<file path="src/rtl/gray_pkg.sv">
// Shared constants for the grayscale-to-RGB444 colour mapping path.
// Holds mode codes, RGB444 field layout and the luma rounding helpers.
package gray_pkg;

  localparam int PIX_W     = 12;
  localparam int PAL_DEPTH = 16;
  localparam int LUMA_W    = 8;
  localparam int IDX_W     = 4;
  localparam int CH_W      = 4;

  localparam int R_LSB = 8;
  localparam int G_LSB = 4;
  localparam int B_LSB = 0;

  localparam logic [1:0] MODE_GRAY   = 2'd0;
  localparam logic [1:0] MODE_LUT    = 2'd1;
  localparam logic [1:0] MODE_THRESH = 2'd2;

  // Q4.4 luma -> 4-bit index: round half up on bit 3, saturate at 15.
  function automatic logic [IDX_W-1:0] round_luma(input logic [LUMA_W-1:0] luma);
    logic [IDX_W:0] sum;
    sum = {1'b0, luma[LUMA_W-1:LUMA_W-IDX_W]} + {{IDX_W{1'b0}}, luma[LUMA_W-IDX_W-1]};
    return sum[IDX_W] ? {IDX_W{1'b1}} : sum[IDX_W-1:0];
  endfunction

  function automatic logic [PIX_W-1:0] gray_rgb(input logic [CH_W-1:0] lvl);
    logic [PIX_W-1:0] rgb;
    rgb = '0;
    rgb[R_LSB +: CH_W] = lvl;
    rgb[G_LSB +: CH_W] = lvl;
    rgb[B_LSB +: CH_W] = lvl;
    return rgb;
  endfunction

endpackage

</file>
<file path="src/rtl/gray_palette_ram.sv">
// False-colour palette: 16x12 register file, synchronous write, combinational read.
// Reset reloads the gray ramp so LUT mode starts as an identity mapping.
module gray_palette_ram
  import gray_pkg::*;
#(
  parameter int DEPTH = PAL_DEPTH
) (
  input  logic             i_clk,
  input  logic             i_rstn,
  input  logic             we,
  input  logic [IDX_W-1:0] waddr,
  input  logic [PIX_W-1:0] wdata,
  input  logic [IDX_W-1:0] raddr,
  output logic [PIX_W-1:0] rdata
);

  logic [PIX_W-1:0] mem [DEPTH];

  // NOTE: state is written with <= so every reader in the same edge sees the old value.
  // NOTE: this memory is reset on purpose -- the ramp contents are architecturally visible,
  // which forces flops rather than a RAM macro.
  always_ff @(posedge i_clk) begin
    if (!i_rstn) begin
      for (int k = 0; k < DEPTH; k++) begin
        mem[k] <= gray_rgb(CH_W'(k));
      end
    end else if (we) begin
      mem[waddr] <= wdata;
    end
  end

  // Combinational read of the pre-edge contents gives read-before-write ordering.
  assign rdata = mem[raddr];

endmodule

</file>
<file path="src/rtl/gray_colormap.sv">
// Q4.4 luma -> RGB444 expander: stage 1 rounds luma to a palette index, stage 2
// maps it by the captured mode (gray / palette / threshold). Valid/ready pipeline.
module gray_colormap
  import gray_pkg::*;
#(
  parameter int DATA_W    = PIX_W,
  parameter int LUT_DEPTH = PAL_DEPTH
) (
  input  logic              i_clk,
  input  logic              i_rstn,
  input  logic [DATA_W-1:0] i_gray_data,
  input  logic              i_gray_valid,
  output logic              o_gray_ready,
  input  logic [1:0]        i_mode,
  input  logic [IDX_W-1:0]  i_thresh,
  input  logic              i_lut_we,
  input  logic [IDX_W-1:0]  i_lut_addr,
  input  logic [DATA_W-1:0] i_lut_data,
  output logic [DATA_W-1:0] o_rgb_data,
  output logic              o_rgb_valid,
  input  logic              i_rgb_ready
);

  logic              en;
  logic              s1_valid;
  logic [IDX_W-1:0]  s1_idx;
  logic [1:0]        s1_mode;
  logic [DATA_W-1:0] pal_rdata;
  logic [DATA_W-1:0] map_rgb;
  logic              unused_gray_hi;

  assign unused_gray_hi = ^i_gray_data[DATA_W-1:LUMA_W];

  // Whole pipeline moves together; it stalls only when the output is held unconsumed.
  assign en           = !o_rgb_valid || i_rgb_ready;
  assign o_gray_ready = en;

  gray_palette_ram #(
    .DEPTH (LUT_DEPTH)
  ) u_palette (
    .i_clk  (i_clk),
    .i_rstn (i_rstn),
    .we     (i_lut_we),
    .waddr  (i_lut_addr),
    .wdata  (i_lut_data),
    .raddr  (s1_idx),
    .rdata  (pal_rdata)
  );

  always_ff @(posedge i_clk) begin
    if (!i_rstn) begin
      s1_valid <= 1'b0;
      s1_idx   <= '0;
      s1_mode  <= MODE_GRAY;
    end else if (en) begin
      s1_valid <= i_gray_valid;
      if (i_gray_valid) begin
        s1_idx  <= round_luma(i_gray_data[LUMA_W-1:0]);
        s1_mode <= i_mode;
      end
    end
  end

  // NOTE: map_rgb gets a default before the case so no path leaves it unassigned (no latch).
  always_comb begin
    map_rgb = gray_rgb(s1_idx);
    case (s1_mode)
      MODE_LUT:    map_rgb = pal_rdata;
      MODE_THRESH: map_rgb = (s1_idx >= i_thresh) ? {DATA_W{1'b1}} : {DATA_W{1'b0}};
      default:     map_rgb = gray_rgb(s1_idx);
    endcase
  end

  // Output data only loads on a real pixel, so it holds through bubbles.
  always_ff @(posedge i_clk) begin
    if (!i_rstn) begin
      o_rgb_valid <= 1'b0;
      o_rgb_data  <= '0;
    end else if (en) begin
      o_rgb_valid <= s1_valid;
      if (s1_valid) begin
        o_rgb_data <= map_rgb;
      end
    end
  end

endmodule

</file>
<file path="config.mk">
export PLATFORM = sky130hd
export DESIGN_NAME = gray_colormap
export DESIGN_NICKNAME = d
export VERILOG_FILES = /design/src/rtl/gray_pkg.sv /design/src/rtl/gray_palette_ram.sv /design/src/rtl/gray_colormap.sv
export SDC_FILE = /design/constraint.sdc
export NUM_CORES = 1
export LEC_CHECK = 0
export BUFFER_PORTS_ARGS = -buffer_cell sky130_fd_sc_hd__buf_4
export CAP_MARGIN = 5
export CORE_UTILIZATION = 57
export CTS_BUF_LIST = sky130_fd_sc_hd__clkbuf_2
export CTS_CLUSTER_DIAMETER = 150
export DETAILED_ROUTE_END_ITERATION = 16
export HOLD_SLACK_MARGIN = 0.12
export PLACE_DENSITY = 0.75
export REMOVE_ABC_BUFFERS = 1
export SLEW_MARGIN = 0
export SYNTH_ARGS = -nofsm -noshare
export SYNTH_HDL_FRONTEND = slang
export SYNTH_HIERARCHICAL = 1
export SYNTH_SLANG_ARGS = --single-unit
</file>
<file path="constraint.sdc">
create_clock -name i_clk -period 1.8 [get_ports i_clk]
set_input_delay 0.09 -clock i_clk [delete_from_list [all_inputs] [get_ports i_clk]]
set_output_delay 0.09 -clock i_clk [all_outputs]
set_load 0.01 [all_outputs]
</file>
==> results.sh <==
export IMPL_status="complete, but fails checks"
export IMPL_violations="setup timing"
export IMPL_antenna_found_initial=1
export IMPL_grtUsageTotal_pct=28.9
export IMPL_yosys_warnings=6
export IMPL_irDropWorstVdd_mv=0.435
export IMPL_place_area_um2=10700
export IMPL_syn_area_um2=9810
export IMPL_seq_area_frac_synth_pct=62.8
export IMPL_crit_family="simple AND/OR/NAND/NOR gates"
export IMPL_wl_per_cell_um=23.5
export IMPL_powerDensity_nw_per_um2=848
export IMPL_clk_path_buf_depth=3
export IMPL_grt_pass1_vias=6706
export IMPL_cts_root_buf="clkbuf_2"
export IMPL_timing_critical_path_buf_inv=2
export IMPL_cp_arrival_ns=2.61
export IMPL_hp_class="in2reg"
export IMPL_syn_avg_cell_area_um2=14.5
export IMPL_grt_max_degree=44
export IMPL_layout_commonest_cell="edfxtp_1"
export IMPL_post_route_period_util_pct=107
export IMPL_initial_utilization_pct=58.8
export IMPL_viasPerCell=6.17
export IMPL_core_um2=16700
export IMPL_final_max_slew_viol_count=0
export IMPL_worst_slack_ns=-0.122
export IMPL_crit_slowest_cell="or4b_4"
export IMPL_routed_wl_mm=25.5
export IMPL_max_slew_margin_rel_pct=46.2
export IMPL_tightest_slew_ns=0.804
export IMPL_drive_gt1_share_pct=33.9
export IMPL_postLayoutCellArea_um2=11900
export IMPL_fillCellCount=1140
export IMPL_dp_cells=940
export IMPL_ios=53
export IMPL_drtIter0Drc=724
export IMPL_synthAdderAreaFrac_pct=1.02
export IMPL_dp_slack_ns=-0.192
export IMPL_leakage_nw=4.19
export IMPL_fmax_ghz=0.520
export IMPL_grt_first_pass_wirelength_mm=37.8
export IMPL_insertion_delay_ns=0.78
export IMPL_drtPass1Iterations=5
export IMPL_syn_to_final_growth_pct=21.2
export IMPL_grtUsageMet2_pct=47.7
export IMPL_postRouteAntennaNets=0
export IMPL_htreeDepth=2
export IMPL_cts_num_sinks=212
export IMPL_gp_congestion=0.844
export IMPL_max_cap_violations=0
export IMPL_synth_xor_area_share_pct=0
export IMPL_synth_seq_cells=212
export IMPL_final_nets=880
export IMPL_hold_viol=0
export IMPL_rows=47
export IMPL_synth_compound_area_share_pct=5.81
export IMPL_busiest_layer="met2"
export IMPL_portBuffers=45
export IMPL_period_needed_ns=1.92
export IMPL_die_area_um2=17700
export IMPL_worstSetupPathType="reg2reg"
export IMPL_cts_tree="built"
export IMPL_die_x_um=133
export IMPL_dp_hpwl_mm=15.1
export IMPL_die_h_um=133
export IMPL_met3_usage_pct=5.29
export IMPL_skew_ns=0.0355
export IMPL_holdWs_ns=0.204
export IMPL_max_stage_delay_ns=0.64
export IMPL_synthesis_instances=676
export IMPL_remaining_drc_errors=0
export IMPL_worst_setup_path_start_kind="register"
export IMPL_synth_top_family_by_area="simple AND/OR/NAND/NOR gates"
export IMPL_grt_setup_unrepaired="true"
export IMPL_tns_ns=-0.936
export IMPL_synth_area_mux_share_pct=11.1
export IMPL_cp_required_ns=2.49
export IMPL_crit_fanout=6
export IMPL_clkTransAtPathRegs_ns=0.11
export IMPL_cts_made_buffers=52
export IMPL_mostFrequentLayoutCells="edfxtp_1 (192), buf_4 (105), and2_1 (97)"
export IMPL_final_setup_viol_count=12
export IMPL_worstSetupEndpointType="register"
export IMPL_yosys_area_share_simple_pct=16.3
export IMPL_crit_path_cell_trace="buf_6 -> inv_4 -> ha_4 -> nand2b_4 -> a2111oi_4 -> or4b_4 -> a41oi_2"
export IMPL_synthDistinctLibCells=35
export IMPL_routed_via_count=6696
export IMPL_use_met1_pct=37.9
export IMPL_stdcell_count=1085
export IMPL_globalRouteOverflowTotal=0
stage by stage:
step | util, % | total power (W)
final | 71.2 | 0.0101
after floorplan | - | 0.00645
after global routing | 71.2 | 0.0105
after detailed placement | 64.1 | 0.00707
after global placement | 64.1 | 0.00702
after CTS | 70.3 | 0.0100
synthesized netlist by cell type:
library cell	number	area [µm²]
o21a_1	2	15.0
buf_2	7	35.0
a41oi_2	10	163
o21ai_0	25	125
nor3_1	4	20.0
nand4_2	1	12.5
a21boi_0	3	22.5
and2_1	99	619
buf_6	3	33.8
nand2b_1	14	87.6
nand3_1	3	15.0
nor2b_1	4	25.0
nand2_1	38	143
mux4_2	48	1080
a22oi_1	24	180
inv_2	1	3.75
nand4b_2	2	30.0
ha_1	8	100
or3_1	84	526
a21boi_1	1	7.51
dfxtp_1	20	400
o221a_2	2	22.5
nand4bb_1	1	11.3
o211ai_1	1	7.51
or2b_1	6	45.0
or4b_4	1	13.8
buf_4	2	15.0
clkbuf_1	46	173
nand3b_1	1	7.51
edfxtp_1	192	5770
a41oi_1	2	17.5
inv_1	6	22.5
nor2_1	13	48.8
mux2i_1	1	10.0
a2111oi_1	1	10.0
where the power goes:
part | total, W | internal [W] | switching, W
sequential | 0.00575 | 0.00564 | 0.000111
clock | 0.00285 | 0.00105 | 0.00180
combinational | 0.00150 | 0.000720 | 0.000778
total | 0.0101 | 0.00740 | 0.00269
registers in the layout, indices dropped and copies added, names as in the netlist:
name / cells
u_palette/mem: 192
s1_valid: 1
o_rgb_valid: 1
o_rgb_data: 12
s1_mode: 2
s1_idx: 4
final cells by class:
class / instances / area, µm² / area share, %
well taps: 220 / 275 / 2.31
repair buffers: 160 / 1480 / 12.5
flip-flops and latches: 212 / 6170 / 51.9
inverters: 7 / 28.8 / 0.242
clock buffers: 71 / 355 / 2.99
clock inverters: 14 / 53.8 / 0.452
diodes: 1 / 2.50 / 0.0210
multi-input cells: 400 / 3530 / 29.6
metal layers:
| layer | vias to the layer above | share of wire, % |
|---|---|---|
| met5 | - | 0 |
| met4 | 0 | 3.9 |
| li1 | 2920 | - |
| met1 | 3346 | 38 |
| met3 | 68 | 8.5 |
| met2 | 362 | 49 |
worst reg2reg max path, stage by stage, from the launching register on:
cell and delay, ns:
dfxtp_4 0.42, buf_6 0.12, inv_4 0.04, ha_4 0.24
nand2b_4 0.12, a2111oi_4 0.08, or4b_4 0.64, a41oi_2 0.22
logic make-up (layout without fill, tap and decap cells):
group	count (synthesis)	after routing
fa+ha+maj	8	8
mux	49	49
other cells	0	1
compound gates	71	71
simple gates	271	272
buf+inv	65	252
flops	212	212
final timing paths:
kind	depth (start not counted)	slack [ns]	endpoint	startpoint
worst max-delay path	7	-0.12	o_rgb_data[2]	s1_idx[0]
worst min-delay path	4	0.20	o_rgb_valid	i_rgb_ready
worst max register to register	7	-0.12	o_rgb_data[2]	s1_idx[0]
worst min register to register	2	0.51	s1_mode[1]	s1_mode[1]
timing repair:
item	CTS	global route
hold buffers	40	0
endpoints found under the hold margin	271	0
setup endpoints to repair	12	37
gates resized for setup	23	30
buffers inserted	7	13
pin swaps	4	16
cloned	3	0
Power figures use the tool's default switching activity.
